File: config.mk
export PLATFORM = sky130hd
export DESIGN_NAME = sequential_multiplier_integrated
export DESIGN_NICKNAME = d
export VERILOG_FILES = /design/src/rtl/sequential_multiplier_integrated.sv
export SDC_FILE = /design/constraint.sdc
export NUM_CORES = 1
export LEC_CHECK = 0
export BUFFER_PORTS_ARGS = -buffer_cell sky130_fd_sc_hd__buf_2
export CORE_ASPECT_RATIO = 1.2
export CORE_MARGIN = 2
export CORE_UTILIZATION = 35
export DETAILED_ROUTE_END_ITERATION = 12
export GPL_TIMING_DRIVEN = 0
export SLEW_MARGIN = 0
export SYNTH_ARGS = -nofsm -noshare
export SYNTH_HDL_FRONTEND = slang
export SYNTH_SLANG_ARGS = --single-unit
File: constraint.sdc
create_clock -name clk -period 8.2 [get_ports clk]
set_input_delay 1.23 -clock clk [delete_from_list [all_inputs] [get_ports clk]]
set_output_delay 1.23 -clock clk [all_outputs]
set_load 0.01 [all_outputs]
File: src/rtl/sequential_multiplier_integrated.sv
// Radix-2 shift-add multiplier: N-cycle iterative product with start/busy/done
// handshake, signed/unsigned mode, and a registered 2N-bit result.
//   state | meaning
//   IDLE  | waiting for start; product holds last result
//   RUN   | one partial-product add per cycle, counter 0..N-1
module sequential_multiplier_integrated #(
  parameter int N = 32
) (
  input  logic           clk,
  input  logic           reset,
  input  logic           start,
  input  logic           signedMode,
  input  logic [N-1:0]   a,
  input  logic [N-1:0]   b,
  output logic           busy,
  output logic           done,
  output logic [2*N-1:0] product,
  output logic           accessError
);

  localparam int CW = $clog2(N);
  localparam logic [CW-1:0] LAST = CW'(N - 1);

  typedef enum logic {IDLE, RUN} state_t;

  state_t         state;
  state_t         state_next;
  logic [N-1:0]   mcand;
  logic [N-1:0]   mplier;
  logic           neg;
  logic [2*N-1:0] acc;
  logic [2*N-1:0] addend;
  logic [2*N-1:0] acc_sum;
  logic [CW-1:0]  cnt;
  logic           last;
  logic           accept;

  assign accept  = (state == IDLE) && start;
  assign last    = (cnt == LAST);
  assign addend  = {{N{1'b0}}, mcand} << cnt;
  assign acc_sum = mplier[0] ? (acc + addend) : acc;

  always_ff @(posedge clk) begin
    if (reset) state <= IDLE;
    else       state <= state_next;
  end

  always_comb begin
    state_next = state;
    case (state)
      IDLE:    if (start) state_next = RUN;
      RUN:     if (last)  state_next = IDLE;
      default: state_next = IDLE;
    endcase
  end

  always_comb begin
    busy = (state == RUN);
  end

  // Operands are stored as magnitudes; the sign is reapplied once at the end.
  always_ff @(posedge clk) begin
    if (reset) begin
      mcand       <= '0;
      mplier      <= '0;
      neg         <= 1'b0;
      acc         <= '0;
      cnt         <= '0;
      product     <= '0;
      done        <= 1'b0;
      accessError <= 1'b0;
    end else begin
      done        <= 1'b0;
      accessError <= start && (state == RUN);
      if (accept) begin
        mcand  <= (signedMode && a[N-1]) ? -a : a;
        mplier <= (signedMode && b[N-1]) ? -b : b;
        neg    <= signedMode && (a[N-1] ^ b[N-1]);
        acc    <= '0;
        cnt    <= '0;
      end else if (state == RUN) begin
        acc    <= acc_sum;
        mplier <= mplier >> 1;
        cnt    <= cnt + CW'(1);
        if (last) begin
          product <= neg ? -acc_sum : acc_sum;
          done    <= 1'b1;
        end
      end
    end
  end

endmodule

* After elaboration in Yosys (flattened, before gate mapping)
Index checks and enable logic that the tools add are counted.
** Operators by class
- Shift-type cells :: 1
- Mux-type cells :: 10
- Add/subtract/negate cells :: 5
- Reductions and logical operators :: 9
- Bitwise operators :: 3
- Equality and inequality tests :: 1
** Operators with widths (count)
- 2-to-1 mux 32 bit :: 4
- 2-to-1 mux 64 bit :: 2
- adder 64 bit :: 1
- negator 32 bit :: 2
- negator 64 bit :: 1
- left shift 32 x 5 -> 64 bit :: 1
- adder 5 x 1 -> 5 bit (second input constant) :: 1
- equality test 5 bit (second input constant) :: 1
- logical AND 1 bit :: 5
- 2-to-1 mux 1 bit :: 3
- AND reduction 3 bit :: 1
- OR reduction 3 bit :: 1
- inverter 1 bit :: 2
- one-hot mux 1 bit (2 select lines) :: 1
- nonzero test 2 bit :: 1
- OR reduction 2 bit :: 1
- XOR 1 bit :: 1
** Word-level totals
- Register bits :: 201
- Output and inout bits :: 67
- Input port bits :: 68

* Longest topological paths before layout
- Word-level depth :: 5
- Gate-level depth with buffers :: 25
- Gate-level depth less buffers :: 21

* Least setup slack after synthesis
OpenSTA, ideal clock, no wires.
- Kind :: register to register
- From :: reg cnt[0]
- To :: reg product[63]
- Setup slack :: 2.181 ns
- Setup time :: 0.079 ns
- Data required time :: 8.121 ns
- Cell stages (with the launch flop) :: 23
- Path buffers :: 4
- Period minus slack after synthesis :: 6.019 ns
- Arrival time :: 5.940 ns
- Cells stage by stage :: dfxtp_1 -> clkbuf_1 -> buf_1 -> mux4_2 -> mux2i_1 -> nand2_1 -> o21ai_0 -> mux2i_1 -> ha_1 -> buf_2 -> a21oi_2 -> o21a_1 -> o21ai_1 -> a221o_1 -> or3_1 -> a31oi_2 -> o2111ai_1 -> or2_0 -> buf_2 -> or3_4 -> or4b_4 -> or4_1 -> o211ai_1
** On the way
- Word-level cells in the longest chain between the ends :: 5
- Elaborated cells on any way between the ends :: 7
- Those cells by class :: add/sub (2); eq/ne (1); shift (1); mux (2); reduce/logical (1)
** RTL lines
- start: declaration :: line 34 : logic [CW-1:0] cnt;
- start signal: assignment :: line 84 : cnt <= cnt + CW'(1);
- left shift 32 x 5 -> 64 bit :: line 40 : assign addend = {{N{1'b0}}, mcand} << cnt;
- adder 64 bit :: line 41 : assign acc_sum = mplier[0] ? (acc + addend) : acc;
- 2-to-1 mux 64 bit :: line 41
- negator 64 bit :: line 86 : product <= neg ? -acc_sum : acc_sum;
- 2-to-1 mux 64 bit :: line 86
- end signal: assignment :: line 86
- end: declaration :: line 17 : output logic [2*N-1:0] product,
Several ways; a longest one is shown, not always the timed one.
A chain may end at the register's enable or synchronous reset.

* Worst setup path in the final report
- From :: reg cnt[1]
- To :: reg product[63]
Same word-level chain as after synthesis.

==> impl_metrics.toml <==
[timing]
fin_skew_ns = 0.02727
report.final.slew_viol_count = 0
final-setup-viol-count = 0
final_min_period_over_clock_period_pct = 97.42
timing.final.ws_setup_ns = 0.2117
final.setup.tns_ns = 0
worstMarginPinSlew_ns = 1.371
grt_setup_unrepaired = "no"
timing.final.crit_period_ns = 7.988
fmax_mhz = 125.2
finalHoldViolations = 0
max_slew_headroom_pct = 8.604

[clock_tree]
clock-sinks = 201
root_buffer_cell = "sky130_fd_sc_hd__clkbuf_16"
cts-buffers-inserted = 26
post_cts_hold_buffers = 0
tritoncts = "done"
clock_insertion_delay_worst_skew_ns = 0.58
cts_htree_levels = 1
cts.clk_slew.worst_paths_ns = 0.06
clk_path_buf_depth = 3

[layout]
layout.filler_cells = 5256
final_layout_size_suffix_gt1_share_pct = 12.30
diodes = 0
layout-area-overhead-vs-synth_pct = 13.26
combined_area_of_the_multi_input_logic_cells_sq_um = 12910
sequential_cell_area_sq_um = 4024
layout.nets = 2668

[logic_synthesis]
yosys_top_cell_by_area = "sky130_fd_sc_hd__dfxtp_1"
synthesis.area_sq_um = 17700
syn_area_per_cell_sq_um = 7.471
yosys.area.top_type_share_pct = 22.74
synth_top_cells_by_area = "sky130_fd_sc_hd__dfxtp_1 (23%), sky130_fd_sc_hd__nor2_1 (6.8%), sky130_fd_sc_hd__a21oi_1 (5.9%)"
mappedNetlistNets = 2506
synth_edf_count = 0
synth.lib_cells_used.distinct = 105
synth.yosys.warnings = 0
synthFlopType = "sky130_fd_sc_hd__dfxtp_1"
asr_flop_ratio_synth_pct = 0
synth_seq_area_share_pct = 22.74
synthCells = 2369
postSynthRegisterBits = 201

[global_routing]
first_global_vias = 18930
antenna_violations_before_repair = 0
grt_remaining_overflow = 0
grt_pass1_wl_mm = 116.8
grt_usage_pct = 29.26
grt_start_max_net_pins = 14

[placement]
gpl_wtd_cong = 1.042
post-dp-hpwl_mm = 64.04
buffer_ports.inserted = 134
pre_cts_ws_ns = -0.1545

[critical_path]
worstSetupPathType = "reg -> reg"
worst-endpoint-arrival_ns = 8.48
critical_path_end_type = "register"
path_cells = "clkbuf_1 -> buf_1 -> clkbuf_1 -> mux4_2 -> nand2_1 -> nand2_1 -> o21ai_0 -> o22ai_1 -> ha_1 -> inv_1 -> nor3_1 -> nand4_1 -> a2111oi_2 -> a211oi_1 -> nand4_1 -> o2111ai_1 -> or2_0 -> buf_2 -> or3_4 -> or4b_4 -> or4_1 -> o211ai_1"
reg2reg_setup_slack_ns = 0.21
worst-r2r-cell-count = 22
timing.critical_path.slowest_stage_cell = "sky130_fd_sc_hd__nor3_1"
worstPathMaxFanout = 10
rr_endpoint = "product[63]$_SDFFE_PP0P_"
critical_path.max_stage_delay_ns = 0.70
cp-start-kind = "register"
rr_startpoint = "cnt[1]$_SDFFE_PP0P_"
worst-endpoint-required_ns = 8.69

[hold_path]
holdCritPathClass = "reg -> reg"
worstHoldEndpoint = "product[14]$_SDFFE_PP0P_"
whs_path_depth = 2
hold_path_startpoint = "product[14]$_SDFFE_PP0P_"

[pwr]
vdd_ir_drop_max_uv = 149.6
power.internal_mw = 1.956
pwr_density_cell_nw_per_um2 = 150.6
clock_power_share_pct = 38.7
share_seq_of_total_power_pct = 35.0
leakage_nw = 7.242
netSwitchingPower_mw = 1.063
power_switching_share_pct = 35.21
power.combinational.fraction_pct = 26.4

[drt]
vias_per_cell = 6.218
dr_total_vias = 19830
drt.antenna.violating_nets = 0
firstDrtPassIters = 6
drc = 0
detail_route.wirelength_mm = 79.58
drt_iter0_drc = 1807
avgRoutedWirePerCell_um = 24.96

[die]
die_height_um = 250.3
design.die.area_sq_um = 52390
floorplan.io_pins = 135
horizontal_extent_of_the_die_um = 209.3
effective_utilization_at_floorplan_pct = 35.32
rows = 90
core_sq_um = 50110

[run]
maxCapViolations = 0

[status]
result_of_the_run = "finished clean"
sequential cells by signal (all words and copies together), names as in the netlist:
register     cells
acc             64
mplier          32
cnt              5
mcand           32
product         64
neg              1
busy             1
done             1
accessError      1
power groups by stage:
| stage | logic, mW | clock network [mW] | registers [mW] |
|---|---|---|---|
| 2_1_floorplan | 0.518 | 0 | 1.06 |
| 3_3_place_gp | 0.761 | 0 | 1.07 |
| 3_5_place_dp | 0.766 | 0 | 1.08 |
| 4_1_cts | 0.772 | 1.18 | 1.05 |
| 5_1_grt | 0.848 | 1.21 | 1.06 |
| 6_report | 0.796 | 1.17 | 1.06 |
metrics by stage:
stage / total power, mW / hold WS, ns / util, % / std cells / cell area [sq um]
3_5_place_dp: 1.842 / 0.4441 / 38.28 / 3147 / 19180
5_1_grt: 3.121 / 0.4738 / 40.00 / 3189 / 20050
4_1_cts: 3.005 / 0.4519 / 39.95 / 3189 / 20020
3_3_place_gp: 1.835 / 0.4417 / 38.26 / 3147 / 19170
6_report: 3.019 / 0.4485 / 40.00 / 3189 / 20050
2_1_floorplan: 1.581 / 0.4528 / - / 2369 / 17700
cells by family after synthesis:
family / count (synthesis) / synth area share (%)
AND/OR/NAND/NOR: 885 / 23.69
flip-flops: 201 / 22.74
buffers and inverters: 201 / 4.517
XOR/XNOR: 122 / 6.037
multiplexers: 137 / 9.558
AO/OA/AOI/OAI: 754 / 28.54
adder cells (fa/ha/maj): 69 / 4.920
critical path, delay by kind of cell, from the launching register on:
kind | cells | cell delay [ns]
AOI/OAI and AO/OA | 6 | 1.83
buffers and inverters | 5 | 1.70
adders and majority gates | 1 | 0.49
and+or+nand+nor | 9 | 3.12
DFF | 1 | 0.33
muxes | 1 | 0.41
timing repair:
item / 4_1_cts / 5_1_grt
setup endpoints to repair: 2 / 15
gates resized for setup: 1 / 5
buffers inserted: 0 / 0
endpoints found under the hold margin: 0 / 0
pin swaps: 0 / 0
synth_stat cells, drive strengths merged, types with 12 or more instances:
library cell	instances
a211oi	124
a21o	20
a21oi	214
a311oi	12
a31oi	26
and2	19
and3	19
and4	13
buf	44
clkbuf	123
dfxtp	201
ha	68
inv	33
mux2	30
mux2i	85
mux4	22
nand2	223
nand2b	15
nand3	56
nand4	48
nor2	321
nor2b	18
nor3	49
nor4	22
o211ai	15
o21a	23
o21ai	141
o22ai	18
o31ai	28
o41ai	12
or3	37
or4	23
xnor2	49
xor2	73
layer usage:
metal / up-vias / global-route usage [%] / routed length (um)
li1: 9177 / - / -
met1: 9559 / 36.10 / 32420
met2: 891 / 49.10 / 36570
met3: 202 / 3.523 / 5350
met4: 0 / 17.04 / 5247
met5: - / 0 / 0
area by class of cell:
class,instances,area share [%]
plain buffers,167,3.358
multi-input cells,1967,64.38
repair buffers,134,3.346
flip-flops and latches,201,20.07
well taps,644,4.020
inverters,34,0.6367
clock buffers,33,3.577
clock inverters,9,0.6055
layout by cell type (no fill, tap or decap), types with 46 or more instances in the layout:
master | synthesis | routed
sky130_fd_sc_hd__nand4_1 | 47 | 47
sky130_fd_sc_hd__a211oi_1 | 122 | 122
sky130_fd_sc_hd__mux2i_1 | 84 | 84
sky130_fd_sc_hd__buf_2 | 23 | 157
sky130_fd_sc_hd__nor3_1 | 46 | 46
sky130_fd_sc_hd__o21ai_0 | 114 | 114
sky130_fd_sc_hd__xor2_1 | 73 | 73
sky130_fd_sc_hd__ha_1 | 68 | 68
sky130_fd_sc_hd__clkbuf_1 | 122 | 125
sky130_fd_sc_hd__nor2_1 | 319 | 319
sky130_fd_sc_hd__xnor2_1 | 49 | 49
sky130_fd_sc_hd__nand2_1 | 222 | 222
sky130_fd_sc_hd__nand3_1 | 56 | 56
sky130_fd_sc_hd__a21oi_1 | 207 | 206
sky130_fd_sc_hd__dfxtp_1 | 201 | 201
worst max-delay path by stage:
stage / endpoint / slack [ns] / start
after floorplan: product[63]$_SDFFE_PP0P_ / 2.18 / cnt[0]$_SDFFE_PP0P_
after global placement: product[63]$_SDFFE_PP0P_ / -0.28 / cnt[0]$_SDFFE_PP0P_
after detailed placement: product[63]$_SDFFE_PP0P_ / -0.15 / cnt[0]$_SDFFE_PP0P_
after CTS: product[63]$_SDFFE_PP0P_ / 0.04 / cnt[0]$_SDFFE_PP0P_
after global routing: product[63]$_SDFFE_PP0P_ / 0.06 / cnt[1]$_SDFFE_PP0P_
final: product[63]$_SDFFE_PP0P_ / 0.21 / cnt[1]$_SDFFE_PP0P_
(Power assumes the default switching activity.)
